==> config.mk <==
export PLATFORM = sky130hd
export DESIGN_NAME = skid_register_flat
export DESIGN_NICKNAME = d
export VERILOG_FILES = /design/src/rtl/skid_register_if.sv /design/src/rtl/skid_register.sv /design/src/flat_wrapper.sv
export SDC_FILE = /design/constraint.sdc
export NUM_CORES = 1
export LEC_CHECK = 0
export CORE_AREA = 2 2 62 64
export CTS_CLUSTER_SIZE = 8
export DETAILED_ROUTE_END_ITERATION = 12
export DIE_AREA = 0 0 64 66
export PLACE_DENSITY_LB_ADDON = 0.1
export SLEW_MARGIN = 5
export SYNTH_ARGS = -nofsm -noshare
export SYNTH_HDL_FRONTEND = slang
export SYNTH_SLANG_ARGS = --single-unit
export TNS_END_PERCENT = 10
==> constraint.sdc <==
create_clock -name I_CLK -period 2 [get_ports I_CLK]
set_input_delay 0.3 -clock I_CLK [delete_from_list [all_inputs] [get_ports I_CLK]]
set_output_delay 0.3 -clock I_CLK [all_outputs]
set_load 0.02 [all_outputs]
==> src/rtl/skid_register_if.sv <==
// skid_register_if: upstream/downstream handshake bundle for skid_register.
interface skid_register_if #(
  parameter int P_WIDTH = 16
);
  logic               I_FLUSH;
  logic               I_VALID;
  logic [P_WIDTH-1:0] I_DATA;
  logic               O_READY;
  logic               O_VALID;
  logic [P_WIDTH-1:0] O_DATA;
  logic               I_READY;
  logic [1:0]         O_COUNT;
  modport slave (
    input  I_FLUSH, I_VALID, I_DATA, I_READY,
    output O_READY, O_VALID, O_DATA, O_COUNT
  );
  modport master (
    output I_FLUSH, I_VALID, I_DATA, I_READY,
    input  O_READY, O_VALID, O_DATA, O_COUNT
  );
endinterface

==> src/rtl/skid_register.sv <==
// skid_register: two-entry valid/ready pipeline register with fully registered ready and valid.
module skid_register #(
  parameter int P_WIDTH = 16
) (
  input logic            I_CLK,
  input logic            I_RESET,
  skid_register_if.slave bus
);
  typedef enum logic [1:0] {EMPTY = 2'd0, BUSY = 2'd1, FULL = 2'd2} state_t;
  state_t             state_q, state_d;
  logic [P_WIDTH-1:0] main_q, main_d;
  logic [P_WIDTH-1:0] skid_q, skid_d;
  logic               in_fire, out_fire;
  // State encoding doubles as the occupancy count, so every output is a plain decode.
  assign bus.O_VALID = state_q != EMPTY;
  assign bus.O_READY = state_q != FULL;
  assign bus.O_COUNT = state_q;
  assign bus.O_DATA  = main_q;
  assign in_fire  = bus.I_VALID & bus.O_READY;
  assign out_fire = bus.O_VALID & bus.I_READY;
  always_comb begin
    state_d = state_q;
    main_d  = main_q;
    skid_d  = skid_q;
    if (bus.I_FLUSH) begin
      state_d = EMPTY;
      main_d  = '0;
      skid_d  = '0;
    end else begin
      unique case (state_q)
        EMPTY: begin
          state_d = in_fire ? BUSY : EMPTY;
          main_d  = in_fire ? bus.I_DATA : main_q;
        end
        BUSY: begin
          state_d = in_fire ? (out_fire ? BUSY : FULL) : (out_fire ? EMPTY : BUSY);
          main_d  = (in_fire & out_fire) ? bus.I_DATA : main_q;
          skid_d  = (in_fire & !out_fire) ? bus.I_DATA : skid_q;
        end
        FULL: begin
          state_d = out_fire ? BUSY : FULL;
          main_d  = out_fire ? skid_q : main_q;
        end
        default: state_d = EMPTY;
      endcase
    end
  end
  always_ff @(posedge I_CLK) begin
    if (I_RESET) begin
      state_q <= EMPTY;
      main_q  <= '0;
      skid_q  <= '0;
    end else begin
      state_q <= state_d;
      main_q  <= main_d;
      skid_q  <= skid_d;
    end
  end
endmodule

==> src/flat_wrapper.sv <==
// flat-port wrapper written by rule: the top's interface ports become plain ports
module skid_register_flat 
#(
  parameter int P_WIDTH = 16
)
  (I_CLK, I_RESET, bus_I_FLUSH, bus_I_VALID, bus_I_DATA, bus_I_READY, bus_O_READY, bus_O_VALID, bus_O_DATA, bus_O_COUNT);
  skid_register_if #(.P_WIDTH(P_WIDTH)) bus_i ();
  input logic I_CLK;
  input logic I_RESET;
  input wire logic [$bits(bus_i.I_FLUSH)-1:0] bus_I_FLUSH;
  input wire logic [$bits(bus_i.I_VALID)-1:0] bus_I_VALID;
  input wire logic [$bits(bus_i.I_DATA)-1:0] bus_I_DATA;
  input wire logic [$bits(bus_i.I_READY)-1:0] bus_I_READY;
  output wire logic [$bits(bus_i.O_READY)-1:0] bus_O_READY;
  output wire logic [$bits(bus_i.O_VALID)-1:0] bus_O_VALID;
  output wire logic [$bits(bus_i.O_DATA)-1:0] bus_O_DATA;
  output wire logic [$bits(bus_i.O_COUNT)-1:0] bus_O_COUNT;
  assign bus_i.I_FLUSH = bus_I_FLUSH;
  assign bus_i.I_VALID = bus_I_VALID;
  assign bus_i.I_DATA = bus_I_DATA;
  assign bus_i.I_READY = bus_I_READY;
  assign bus_O_READY = bus_i.O_READY;
  assign bus_O_VALID = bus_i.O_VALID;
  assign bus_O_DATA = bus_i.O_DATA;
  assign bus_O_COUNT = bus_i.O_COUNT;
  skid_register #(.P_WIDTH(P_WIDTH)) u_core (.I_CLK(I_CLK), .I_RESET(I_RESET), .bus(bus_i));
endmodule
==> flow_summary.ini, run 1 <==
[layout]
nFillCells = 335
nets = 221
multiInputGateArea_um2 = 723
num_antenna_cells = 0
area_growth_pct = 31.3
final_area_mm2 = 0.00200
seq_area_um2 = 681
drive_gt1_share_pct = 9.45

[logic_synthesis]
async_reset_ff_share_pct = 0
ys.flop_type = dfxtp_1
syn-num-nets = 182
synth_seq_cells = 34
synth.avg_cell_area_um2 = 9.47
synth_cells = 161
yosysUniqueCellTypes = 20
yosysWarnings = 0
yosysSeqAreaShare_pct = 44.7
syn_area_mm2 = 0.00152
synth_edf_count = 0

[sta]
final.min_clock_period_ns = 1.86
max_slew_margin_pct = 72.3
max_freq_mhz = 537
worstMarginPinSlew_ns = 0.414
fin_tns_setup_ns = 0
fin_crit_sh_pct = 93.2
skew_ns = 0.00292
finalSetupViolCount = 0
hold_violations = 0
rsz0062_at_grt = false
slew_viol_final = 0

[clocking]
cts_tree = done
path_clk_slew_ns = 0.10
cts_max_level = 2
cts_buffer_depth = 2
root_buffer = clkbuf_4
numCtsBuffers = 5
hold_buffers = 0
cts_sinks = 34
clk_latency_ns = 0.33

[route]
drc_errors = 0
firstDrtPassIters = 4
vias_per_cell = 5.14
drtAntennaViolNets = 0
wl_per_cell_um = 14.3
dr.first_iter.drc_count = 52
vias = 1281
routed_wl_um = 3550

[power_and_ir_drop]
p_clk_share_pct = 29.8
p_leak_nw = 0.841
ir_worst_vdd_v = 0.000382
seq_power_share_pct = 53.0
p_switching_w = 0.000353
swShare_pct = 26.4
p_per_area_mw_per_mm2 = 669
p_int_w = 0.000985
p_comb_share_pct = 17.2

[critical_path]
cp.arrival_ns = 1.56
worstReg2RegEnd = u_core.bus.O_DATA[7]
critPathKind = flip-flop to output pin
reg2reg_slack_ns = 0.41
path_max_fanout = 5
rr_worst_depth = 5
crit_chain = or2_2, clkdlybuf4s50_1
crit_path_start_kind = flip-flop
cp_slowest_cell = clkdlybuf4s50_1
cp.required_ns = 1.70
slowest_delay_ns = 0.54
critPathCaptureType = output pin
reg2reg_from = u_core.bus.O_COUNT[0]

[floorplanning]
pin_count = 41
dieWidth_um = 64
rows = 22
core_mm2 = 0.00355
fp.dieH_um = 66
initial_utilization_pct = 42.9
dieArea_mm2 = 0.00422

[grt]
overflow = 0
grt_pass1_vias = 1246
grt_max_degree = 34
grt_pass1_wl_um = 5950
grt_usage_pct = 18.6
antenna_found_initial = 0

[place]
gp_congestion = 0.766
dpl.hpwl_um = 2460
port_buffers = 40
placed_area_mm2 = 0.00194

[hold_path]
min_from = u_core.skid_q[10]
hold_depth = 2
min_to = u_core.skid_q[10]
hold_path_class = flip-flop to flip-flop

[status]
outcome = complete, no violations

[job]
max_cap_viol_count = 0
## routing by layer
metal  GRT usage (%)  up-vias  routed length, µm
met5               0        -                  0
met4            7.34        0                 53
met3            4.94        6                143
met2            27.0       34               1560
met1            26.2      590               1800
li1                -      651                  -
## sequential cells by signal (all words and copies together) (netlist names)
signal	count
u_core.bus.O_DATA	16
u_core.skid_q	16
u_core.bus.O_COUNT	2
## power groups by stage
stage	registers [W]	clock network [W]	logic, W
after floorplan	0.000747	0	0.0000977
after global placement	0.000725	0	0.000225
after detailed placement	0.000725	0	0.000230
after CTS	0.000710	0.000412	0.000231
after global routing	0.000713	0.000447	0.000248
final	0.000710	0.000399	0.000230
## critical path, delay by kind of cell (launching register included)
| kind | cells | cell delay [ns] |
|---|---|---|
| flops | 1 | 0.38 |
| buf+inv | 1 | 0.54 |
| simple gates | 1 | 0.31 |
## timing repair
item / CTS / global route
resized for setup: 0 / 1
setup buffers: 0 / 0
endpoints found under the hold margin: 0 / 0
setup endpoints to repair: 0 / 1
## through the flow
step | setup WS, ns | util [%] | hold WS (ns) | cells | power (W)
2_1_floorplan | 0.556 | - | 0.436 | 161 | 0.000845
3_5_place_dp | 0.302 | 54.6 | 0.446 | 241 | 0.000956
3_3_place_gp | 0.340 | 54.6 | 0.441 | 241 | 0.000950
6_report | 0.136 | 56.3 | 0.459 | 249 | 0.00134
5_1_grt | 0.0606 | 56.3 | 0.484 | 249 | 0.00141
4_1_cts | 0.0137 | 56.3 | 0.460 | 249 | 0.00135
## worst max path at each step
stage,endpoint,from,cells after the start
after floorplan,u_core.bus.O_DATA[12],u_core.bus.O_COUNT[0],5
after global placement,u_core.bus.O_DATA[6],bus_I_VALID,6
after detailed placement,u_core.bus.O_DATA[6],bus_I_VALID,6
after CTS,bus_O_READY,u_core.bus.O_COUNT[0],2
after global routing,bus_O_VALID,u_core.bus.O_COUNT[1],2
final,bus_O_VALID,u_core.bus.O_COUNT[1],2
## layout make-up
class                           count  area share, %
Multi-Input combinational cell    112           36.1
Tap cell                           48           3.00
Sequential cell                    34           34.0
Clock inverter                      1          0.250
Timing Repair Buffer               46           23.6
Clock buffer                        7           2.75
Inverter                            1          0.188
## synth_stat cells (2+ instances only)
library cell | count | share of area [%]
nand2_1 | 32 | 7.9
a21oi_1 | 17 | 5.6
or2_1 | 2 | 0.82
buf_6 | 4 | 3.0
buf_2 | 4 | 1.3
mux2i_1 | 17 | 11
nor2_1 | 6 | 1.5
dfxtp_1 | 34 | 45
o21ai_1 | 16 | 5.3
nand2b_4 | 2 | 1.8
o311a_1 | 16 | 11
clkbuf_1 | 3 | 0.74
## cells by family (layout without fill, tap and decap cells)
| group | count (synthesis) | after routing | synth area share (%) |
|---|---|---|---|
| DFF | 34 | 34 | 44.7 |
| buffers and inverters | 15 | 55 | 8.05 |
| AOI/OAI and AO/OA | 50 | 50 | 22.6 |
| and+or+nand+nor | 45 | 45 | 13.5 |
| muxes | 17 | 17 | 11.2 |
## cell usage in the layout (no fill, tap or decap), types with 4 or more instances in the layout
cell type,Yosys,layout
clkbuf_4,0,5
o21ai_1,16,16
buf_4,1,4
nand2_1,32,32
a21oi_1,17,17
mux2i_1,17,17
nor2_1,6,5
o311a_1,16,16
dfxtp_1,34,34
clkdlybuf4s50_1,0,39
Power figures use the tool's default switching activity.
==> run 2, diff against run 1 <==
--- a/config.mk
+++ b/config.mk
@@ -5,11 +5,13 @@
 export SDC_FILE = /design/constraint.sdc
 export NUM_CORES = 1
 export LEC_CHECK = 0
-export CORE_AREA = 2 2 62 64
+export CAP_MARGIN = 20
+export CORE_AREA = 2 2 58 60
 export CTS_CLUSTER_SIZE = 8
 export DETAILED_ROUTE_END_ITERATION = 12
-export DIE_AREA = 0 0 64 66
+export DIE_AREA = 0 0 60 62
 export PLACE_DENSITY_LB_ADDON = 0.1
+export SKIP_LAST_GASP = 1
 export SLEW_MARGIN = 5
 export SYNTH_ARGS = -nofsm -noshare
 export SYNTH_HDL_FRONTEND = slang
==> run 2 against run 1 <==
Effect of this change: sequential power about the same; register-to-register slack worse by 0.07 ns; die area down 12%; first-iteration DRC count up 67%; critical path type unchanged; global-route usage up 2.7 points; via count up 0.94%; sequential share of layout area down 0.085 points; final cell count down 1.2%; clock-buffer cell count up 1; core utilization up 6.7 points; combinational power about the same; highest routed layer unchanged.
==> flow_summary.ini, run 2 (synthesis results as in run 1) <==
[clocking]
cts_tree = done
numCtsBuffers = 5
cts_max_level = 2
clk_latency_ns = 0.33
cts_sinks = 34
cts_buffer_depth = 2
cts_setup_buffers = 0
root_buffer = clkbuf_4
path_clk_slew_ns = 0.10

[sta]
hold_slack_ns = 0.459
fin_tns_setup_ns = 0
max_freq_mhz = 542
worstMarginPinSlew_ns = 0.637
fin_crit_sh_pct = 92.3
rsz0062_at_grt = false
slew_viol_final = 0
skew_ns = 0.00284
max_slew_margin_pct = 57.5
final.min_clock_period_ns = 1.85
hold_violations = 0
finalSetupViolCount = 0

[power_and_ir_drop]
p_per_area_mw_per_mm2 = 700
ir_worst_vdd_v = 0.000391
p_leak_nw = 0.844

[grt]
antenna_found_initial = 0
overflow = 0
grt_pass1_vias = 1227
grt_max_degree = 34
grt_usage_pct = 21.3
grt_pass1_wl_um = 5710

[job]
max_cap_viol_count = 0

[hold_path]
hold_depth = 2
hold_path_class = flip-flop to flip-flop

[layout]
nFillCells = 277
seq_area_um2 = 681
final_common_cell = clkdlybuf4s50_1
instances_no_fill = 246
multiInputGateArea_um2 = 723
area_growth_pct = 31.6
nets = 220
drive_gt1_share_pct = 9.50
num_antenna_cells = 0
most-common-layout-cells = 39 x clkdlybuf4s50_1, 34 x dfxtp_1, 32 x nand2_1, 17 x a21oi_1, 17 x mux2i_1

[place]
dpl.hpwl_um = 2400
port_buffers = 40
gp_congestion = 0.775
dp_cells = 238

[route]
vias = 1293
routed_wl_um = 3430
wl_per_cell_um = 13.9
drc_errors = 0
drtAntennaViolNets = 0
vias_per_cell = 5.26
firstDrtPassIters = 4
dr.first_iter.drc_count = 87

[floorplanning]
rows = 21
fp.dieH_um = 62
core_mm2 = 0.00318
dieWidth_um = 60
dieArea_mm2 = 0.00372
pin_count = 41
initial_utilization_pct = 47.9

[critical_path]
crit_chain = or2_2, clkdlybuf4s50_1
critPathCaptureType = output pin
rr_worst_depth = 5
critPathKind = flip-flop to output pin
cp.arrival_ns = 1.55
slowest_delay_ns = 0.53
crit_path_start_kind = flip-flop
path_max_fanout = 5
cp.required_ns = 1.70
cp_slowest_cell = clkdlybuf4s50_1

[status]
outcome = complete, no violations
==> run 2: final timing paths <==
path	startpoint	endpoint	slack [ns]
worst max-delay path	u_core.bus.O_COUNT[1]	bus_O_VALID	0.15
worst min-delay path	u_core.skid_q[14]	u_core.skid_q[14]	0.46
worst min register to register	u_core.skid_q[14]	u_core.skid_q[14]	0.46
worst max register to register	u_core.bus.O_COUNT[0]	u_core.bus.O_DATA[5]	0.34
==> run 2: through the flow <==
stage / cell area (µm²) / util, % / total power, W / setup slack, ns
6_report: 2010 / 63.1 / 0.00140 / 0.154
5_1_grt: 2010 / 63.1 / 0.00147 / 0.0922
4_1_cts: 2010 / 63.1 / 0.00142 / 0.130
3_5_place_dp: 1930 / 60.6 / 0.000952 / 0.311
3_3_place_gp: 1930 / 60.6 / 0.000946 / 0.344
2_1_floorplan: 1520 / - / 0.000845 / 0.556
==> run 2: worst max-delay path, delay by kind of cell (launching register included) <==
kind                   cells  cell delay (ns)
buffers and inverters      1             0.53
DFF                        1             0.38
and+or+nand+nor            1             0.30
==> run 2: cell type report <==
cell class	count	share of cell area (%)
Multi-Input combinational cell	112	36.1
Sequential cell	34	33.9
Timing Repair Buffer	45	23.0
Clock buffer	8	3.93
Tap cell	46	2.87
Inverter	1	0.187
==> run 2: routing by layer <==
metal / share of wire [%] / routed length [µm] / GRT usage (%) / up-vias
li1: - / - / - / 649
met2: 45 / 1540 / 30.1 / 42
met1: 48 / 1640 / 30.4 / 594
met3: 5.0 / 171 / 4.55 / 8
met5: 0 / 0 / 0 / -
met4: 2.2 / 77 / 11.4 / 0
==> run 2: power breakdown <==
part | internal, W | switching [W] | leakage (nW) | total, W
clock network | 0.000240 | 0.000227 | 0.0446 | 0.000467
logic | 0.000116 | 0.000111 | 0.524 | 0.000227
registers | 0.000698 | 0.0000127 | 0.276 | 0.000710
total | 0.00105 | 0.000351 | 0.844 | 0.00140
==> run 2: what timing repair did <==
item                                   CTS  global route
setup endpoints to repair                1             0
endpoints found under the hold margin    0             0
hold buffers                             0             0
gates resized for setup                  1             0
==> run 3, diff against run 2 <==
--- a/config.mk
+++ b/config.mk
@@ -6,10 +6,11 @@
 export NUM_CORES = 1
 export LEC_CHECK = 0
 export CAP_MARGIN = 20
-export CORE_AREA = 2 2 58 60
+export CORE_AREA = 2 2 57 59
+export CTS_BUF_LIST = sky130_fd_sc_hd__clkbuf_8
 export CTS_CLUSTER_SIZE = 8
 export DETAILED_ROUTE_END_ITERATION = 12
-export DIE_AREA = 0 0 60 62
+export DIE_AREA = 0 0 59 61
 export PLACE_DENSITY_LB_ADDON = 0.1
 export SKIP_LAST_GASP = 1
 export SLEW_MARGIN = 5
==> run 3 against run 2 <==
Effect of this change: clock-buffer cell count unchanged; critical path depth unchanged; largest power group unchanged; global-route usage up 0.17 points; sequential power about the same.
==> flow_summary.ini, run 3 (synthesis results as in run 1) <==
[place]
dpl.hpwl_um = 2390
port_buffers = 40
pre_cts_ws_ns = 0.314
gp_congestion = 0.776
placed_area_mm2 = 0.00191

[power_and_ir_drop]
ir_worst_vdd_v = 0.000550
swShare_pct = 23.8
p_int_w = 0.00116
p_comb_share_pct = 14.9
p_switching_w = 0.000363
seq_power_share_pct = 46.6
p_leak_nw = 0.859
p_per_area_mw_per_mm2 = 753
p_clk_share_pct = 38.5

[sta]
setup_slack_ns = 0.209
slew_viol_final = 0
skew_ns = 0.00387
fin_crit_sh_pct = 89.6
worstMarginPinSlew_ns = 0.623
rsz0062_at_grt = false
finalSetupViolCount = 0
final.min_clock_period_ns = 1.79
max_slew_margin_pct = 58.4
fin_tns_setup_ns = 0
hold_violations = 0
max_freq_mhz = 558

[layout]
most-common-layout-cells = 39 x clkdlybuf4s50_1, 34 x dfxtp_1, 32 x nand2_1, 17 x a21oi_1, 17 x mux2i_1
final_area_mm2 = 0.00202
final_common_cell = clkdlybuf4s50_1
nets = 220
area_growth_pct = 32.8
drive_gt1_share_pct = 9.50
nFillCells = 241
fin_util_pct = 68.6
num_antenna_cells = 0

[floorplanning]
core_mm2 = 0.00295
pin_count = 41
fp.dieH_um = 61
initial_utilization_pct = 51.6
dieArea_mm2 = 0.00360
rows = 20
dieWidth_um = 59

[clocking]
clk_latency_ns = 0.28
cts_tree = done
hold_buffers = 0
cts_buffer_depth = 2
cts_max_level = 2
cts_setup_buffers = 0
cts_sinks = 34
root_buffer = clkbuf_8
numCtsBuffers = 5
path_clk_slew_ns = 0.07

[route]
routed_wl_um = 3430
drtAntennaViolNets = 0
drc_errors = 0
vias = 1314
vias_per_cell = 5.64
wl_per_cell_um = 14.7
firstDrtPassIters = 4
dr.first_iter.drc_count = 72

[critical_path]
cp.arrival_ns = 1.49
path_max_fanout = 5
reg2reg_slack_ns = 0.33
critPathCaptureType = output pin
crit_path_start_kind = flip-flop
critPathKind = flip-flop to output pin
cp.required_ns = 1.70

[grt]
overflow = 0
grt_usage_pct = 21.5
grt_pass1_wl_um = 5620
antenna_found_initial = 0
grt_max_degree = 34
grt_pass1_vias = 1238

[job]
max_cap_viol_count = 0

[status]
outcome = complete, no violations

[hold_path]
hold_path_class = flip-flop to flip-flop
[run 3: cell type report]
| cell class | count | area (µm²) | share of cell area, % |
|---|---|---|---|
| tap | 33 | 41.3 | 2.04 |
| multi-input combinational | 112 | 723 | 35.7 |
| timing repair buffer | 45 | 465 | 23.0 |
| inverter | 1 | 3.75 | 0.185 |
| sequential | 34 | 681 | 33.6 |
| clock buffer | 8 | 110 | 5.44 |
[run 3: power by group through the flow]
stage / sequential (W) / clock, W / combinational (W)
6_report: 0.000710 / 0.000587 / 0.000226
5_1_grt: 0.000713 / 0.000624 / 0.000244
4_1_cts: 0.000710 / 0.000600 / 0.000227
2_1_floorplan: 0.000747 / 0 / 0.0000977
3_3_place_gp: 0.000724 / 0 / 0.000222
3_5_place_dp: 0.000725 / 0 / 0.000226
[run 3: path summary, 6_finish.rpt]
check / to / cells after the start / start
min reg2reg: u_core.skid_q[2] / 2 / u_core.skid_q[2]
min: u_core.skid_q[2] / 2 / u_core.skid_q[2]
max: bus_O_VALID / 2 / u_core.bus.O_COUNT[1]
max reg2reg: u_core.bus.O_DATA[1] / 5 / u_core.bus.O_COUNT[0]
[run 3: through the flow]
step / instances / power [W] / hold slack [ns]
floorplan: 161 / 0.000845 / 0.436
global placement: 225 / 0.000947 / 0.441
detailed placement: 225 / 0.000951 / 0.446
CTS: 233 / 0.00154 / 0.456
global route: 233 / 0.00158 / 0.491
finish: 233 / 0.00152 / 0.457
[run 3: what timing repair did]
action / 4_1_cts / 5_1_grt
hold endpoints to repair: 0 / 0
resized for setup: 0 / 1
setup endpoints to repair: 0 / 1
[run 3: metal layers]
metal	part of all wire, %	up-vias	routed length, µm	track usage, %
met5	0	-	0	0
met4	2.2	0	74	12.7
met3	5.6	7	193	5.12
met2	44	42	1490	30.2
met1	49	615	1670	30.0
li1	-	650	-	-
[run 3: critical path, stage by stage, from the launching register on]
cell	delay (ns)
dfxtp_1	0.37
or2_2	0.30
clkdlybuf4s50_1	0.53
==> edit 1: new RTL, settings of run 1 <==
`P_WIDTH` is set to 16 in 3 places; all go to 18.
--- a/src/rtl/skid_register_if.sv
+++ b/src/rtl/skid_register_if.sv
@@ -1,6 +1,6 @@
 // skid_register_if: upstream/downstream handshake bundle for skid_register.
 interface skid_register_if #(
-  parameter int P_WIDTH = 16
+  parameter int P_WIDTH = 18
 );
   logic               I_FLUSH;
   logic               I_VALID;
--- a/src/rtl/skid_register.sv
+++ b/src/rtl/skid_register.sv
@@ -1,6 +1,6 @@
 // skid_register: two-entry valid/ready pipeline register with fully registered ready and valid.
 module skid_register #(
-  parameter int P_WIDTH = 16
+  parameter int P_WIDTH = 18
 ) (
   input logic            I_CLK,
   input logic            I_RESET,
--- a/src/flat_wrapper.sv
+++ b/src/flat_wrapper.sv
@@ -1,7 +1,7 @@
 // flat-port wrapper written by rule: the top's interface ports become plain ports
 module skid_register_flat 
 #(
-  parameter int P_WIDTH = 16
+  parameter int P_WIDTH = 18
 )
   (I_CLK, I_RESET, bus_I_FLUSH, bus_I_VALID, bus_I_DATA, bus_I_READY, bus_O_READY, bus_O_VALID, bus_O_DATA, bus_O_COUNT);
   skid_register_if #(.P_WIDTH(P_WIDTH)) bus_i ();
Interface: changed (resized bus_I_DATA and bus_O_DATA); port bits go from 41 to 45. No check against the original RTL was run, so the function may have changed too.
==> edit 1 against run 1 <==
Critical endpoint is now bus_O_READY. Worst setup slack worse by 0.053 ns. Sequential cell count is 4 higher. Routed wire length is 10% higher. Synthesized cell count is 9.3% higher. Largest power group unchanged. Critical path depth stayed put. Power is 9.6% higher. Cell area is 8.8% higher. Synthesized area is 6.6% higher.
==> edit 1: results (changes against run 1) <==
Outcome:
- Result of the run: finished, final reports clean (unchanged).

Critical path:
- The cell depth of the worst flop-to-flop path is 6 (was 5).
- The startpoint of the worst-slack reg-to-reg timing path was u_core.bus.O_COUNT[1] (was u_core.bus.O_COUNT[0]).
- The worst reg-to-reg setup slack was 0.32 ns (was 0.41 ns).
- The data arrival time of the worst path is 1.62 ns (was 1.56 ns).

Pwr:
- The peak ir drop on the vdd network was 360 uV (was 382 uV).
- The design internal power is 1.07 mW (was 985 uW).
- The standby leakage power is 0.889 nW (was 0.841 nW).

Min path:
- The end point of the worst hold path is u_core.skid_q[4] (was u_core.skid_q[10]).

Placement:
- The cell area after placement is 2110 um^2 (was 1940 um^2).
- The count of input and output buffers is 44 (was 40).
- The worst setup slack after placement was 0.214 ns (was 0.302 ns).
- The last weighted congestion value of the routability-driven placer is 0.758 (was 0.766).

Synthesis:
- The compound-gate portion of the synthesized area came to 23.2% (was 22.6%).
- The portion of the post-synthesis area used by sequential elements was 46.8% (was 44.7%).
- The post-synth net total is 199 (was 182).
- Largest cells by area after synthesis: sky130_fd_sc_hd__dfxtp_1 47%, sky130_fd_sc_hd__mux2i_1 12%, sky130_fd_sc_hd__a21oi_1 8.3% (was sky130_fd_sc_hd__dfxtp_1 45%, sky130_fd_sc_hd__mux2i_1 11%, sky130_fd_sc_hd__o311a_1 11%).

STA:
- The post-route clock skew is 0.0220 ns (was 0.00292 ns).

GRT:
- The met2 track demand over resource in global routing is 34.8% (was 27.0%).
- The number of global-route vias before repair is 1455 (was 1246).
- The combined global-route utilization of all metal layers is 20.9% (was 18.6%).

CTS:
- The clock latency of the later-clocked register in the worst-skew pair is 0.35 ns (was 0.33 ns).

Layout:
- The fraction of final layout cells with drive strength greater than 1 came to 15.6% (was 9.45%).
- The synthesis-to-finish area growth is 34.0% (was 31.3%).

Detailed routing:
- The met1 layer wirelength in the final routing came to 1.70 mm (was 1.80 mm).
- The first-iteration detailed-routing DRC count is 61 (was 52).
- The wire length reported by the detailed router is 3.92 mm (was 3.55 mm).
[edit 1: changes by cell type in the layout (fill, tap and decap cells not counted), sizes merged, moves of 5 or more]
cell / delta
a21oi: +20
o31ai: +18
o21ai: -16
o311a: -16
clkdlybuf4s50: +5
[edit 1: worst max path at each step]
| stage | from | to | slack (ns) | depth (start not counted) |
|---|---|---|---|---|
| CTS | u_core.bus.O_COUNT[0] | bus_O_READY | 0.03 | 2 |
| floorplan | u_core.bus.O_COUNT[0] | u_core.bus.O_DATA[0] | 0.53 | 6 |
| global route | u_core.bus.O_COUNT[1] | bus_O_READY | 0.02 | 2 |
| global placement | bus_I_VALID | u_core.skid_q[5] | 0.28 | 5 |
| detailed placement | bus_I_VALID | u_core.skid_q[17] | 0.21 | 5 |
| finish | u_core.bus.O_COUNT[1] | bus_O_READY | 0.08 | 2 |
[edit 1: cell type report]
type	instances	share of cell area, %
clock buffer	7	2.53
sequential	38	35.0
tap	48	2.76
multi-input combinational	124	35.6
clock inverter	1	0.230
timing repair buffer	54	23.7
inverter	1	0.173
[edit 1: timing repair]
item	CTS	global route
hold buffers	0	0
resized for setup	0	1
hold endpoints to repair	0	0
endpoints found under the setup margin	0	1
[edit 1: power groups by stage]
| stage | registers, mW | logic (mW) | clock network (mW) |
|---|---|---|---|
| 2_1_floorplan | 0.835 | 0.102 | 0 |
| 3_3_place_gp | 0.809 | 0.242 | 0 |
| 3_5_place_dp | 0.811 | 0.246 | 0 |
| 4_1_cts | 0.794 | 0.247 | 0.431 |
| 5_1_grt | 0.797 | 0.264 | 0.465 |
| 6_report | 0.794 | 0.245 | 0.427 |
[edit 1: critical path, delay by kind of cell (launching register included)]
| family | cells | cell delay (ns) |
|---|---|---|
| simple gates | 1 | 0.30 |
| buf+inv | 1 | 0.56 |
| flops | 1 | 0.40 |
==> edit 2: new RTL, settings of run 1 <==
Made on the original files. Reset style: asynchronous (`I_RESET`), changed in one clocked block.
--- a/src/rtl/skid_register.sv
+++ b/src/rtl/skid_register.sv
@@ -45,7 +45,7 @@
       endcase
     end
   end
-  always_ff @(posedge I_CLK) begin
+  always_ff @(posedge I_CLK or posedge I_RESET) begin
     if (I_RESET) begin
       state_q <= EMPTY;
       main_q  <= '0;
Formal check against the unedited RTL: differs if I_RESET is asserted again (counterexample within 4 cycles, from zero or initial values and one cycle with I_RESET high); with I_RESET held inactive, the same outputs for 10 cycles.
==> edit 2 against run 1 <==
Cell count fell by 6.0%. Non-clock buffer count rose by 7. Sequential cell count unchanged. Worst setup slack got worse by 0.045 ns. Routed wire length is 9.3% higher. Largest cell class is now flip-flops and latches. Critical path type is now reg -> reg. Cell area up 13%. Synthesized area increased by 11%. Fmax shrank 2.4%.
Power is not compared: it rests on default switching activity, and its combinational part moved more than twofold at a synthesized area within 25%.
==> edit 2: results (changes against run 1) <==
Layout:
- The total number of nets in the final design is 212 (was 221).
- The fill cell total of the finished layout is 294 (was 335).
- The number of signal-net buffers in the layout is 53 (was 46).
- The final-layout non-clock buffer area share is 22.5% (was 23.6%).
- The number of flip-flops and latches is 34 (unchanged).
- The number of inverters outside the clock class in the layout is 6 (was 1).

Critical path:
- The cell with the biggest individual delay on the critical path was sky130_fd_sc_hd__dfrtp_1 (was sky130_fd_sc_hd__clkdlybuf4s50_1).

GRT:
- The number of global-route vias before repair is 1300 (was 1246).
- The wire length of the first global-routing pass is 6.44 mm (was 5.95 mm).
- The combined global-route utilization of all metal layers is 20.5% (was 18.6%).

Synthesis:
- The distinct cell type count of the synthesized netlist was 25 (was 20).
- The average instance area after synthesis was 12.4 um^2 (was 9.47 um^2).
- The adder-cell share of the synthesized area is 3.70% (was 0%).
- The post-synth net total is 162 (was 182).
- The compound-gate portion of the synthesized area is 27.0% (was 22.6%).

Placement:
- The worst setup slack after placement is -0.186 ns (was 0.302 ns).
- The detailed placement HPWL is 2.72 mm (was 2.46 mm).
- The cell area after placement is 2170 um^2 (was 1940 um^2).

STA:
- The final critical-path required period is 1.91 ns (was 1.86 ns).
- The headroom to the max-slew limit is 53.8% (was 72.3%).
- The post-route clock skew is 0.00826 ns (was 0.00292 ns).

Detailed routing:
- The met1 layer wirelength in the final routing is 1.71 mm (was 1.80 mm).
- The wire length per cell was 16.6 um (was 14.3 um).
- The wire length reported by the detailed router is 3.88 mm (was 3.55 mm).

Outcome:
- Result of the run: finished, final reports clean (unchanged).
[edit 2: cells by family after synthesis]
group / Yosys count
AO/OA/AOI/OAI: 55
flip-flops: 34
adder cells (fa/ha/maj): 5
AND/OR/NAND/NOR: 10
buffers and inverters: 16
multiplexers: 16
[edit 2: final timing paths]
path                                  startpoint  cells past startpoint                     to
min reg2reg                     u_core.skid_q[0]                      1       u_core.skid_q[0]
max in group asynchronous                I_RESET                      3       u_core.skid_q[6]
max                        u_core.bus.O_COUNT[1]                      7   u_core.bus.O_DATA[9]
min in group I_CLK              u_core.skid_q[0]                      1       u_core.skid_q[0]
min                                      I_RESET                      3  u_core.bus.O_COUNT[1]
max reg2reg                u_core.bus.O_COUNT[1]                      7   u_core.bus.O_DATA[9]
[edit 2: timing repair]
item / 4_1_cts / 5_1_grt
pin swaps: 0 / 1
resized for setup: 3 / 3
buffers inserted: 0 / 1
setup endpoints to repair: 18 / 20
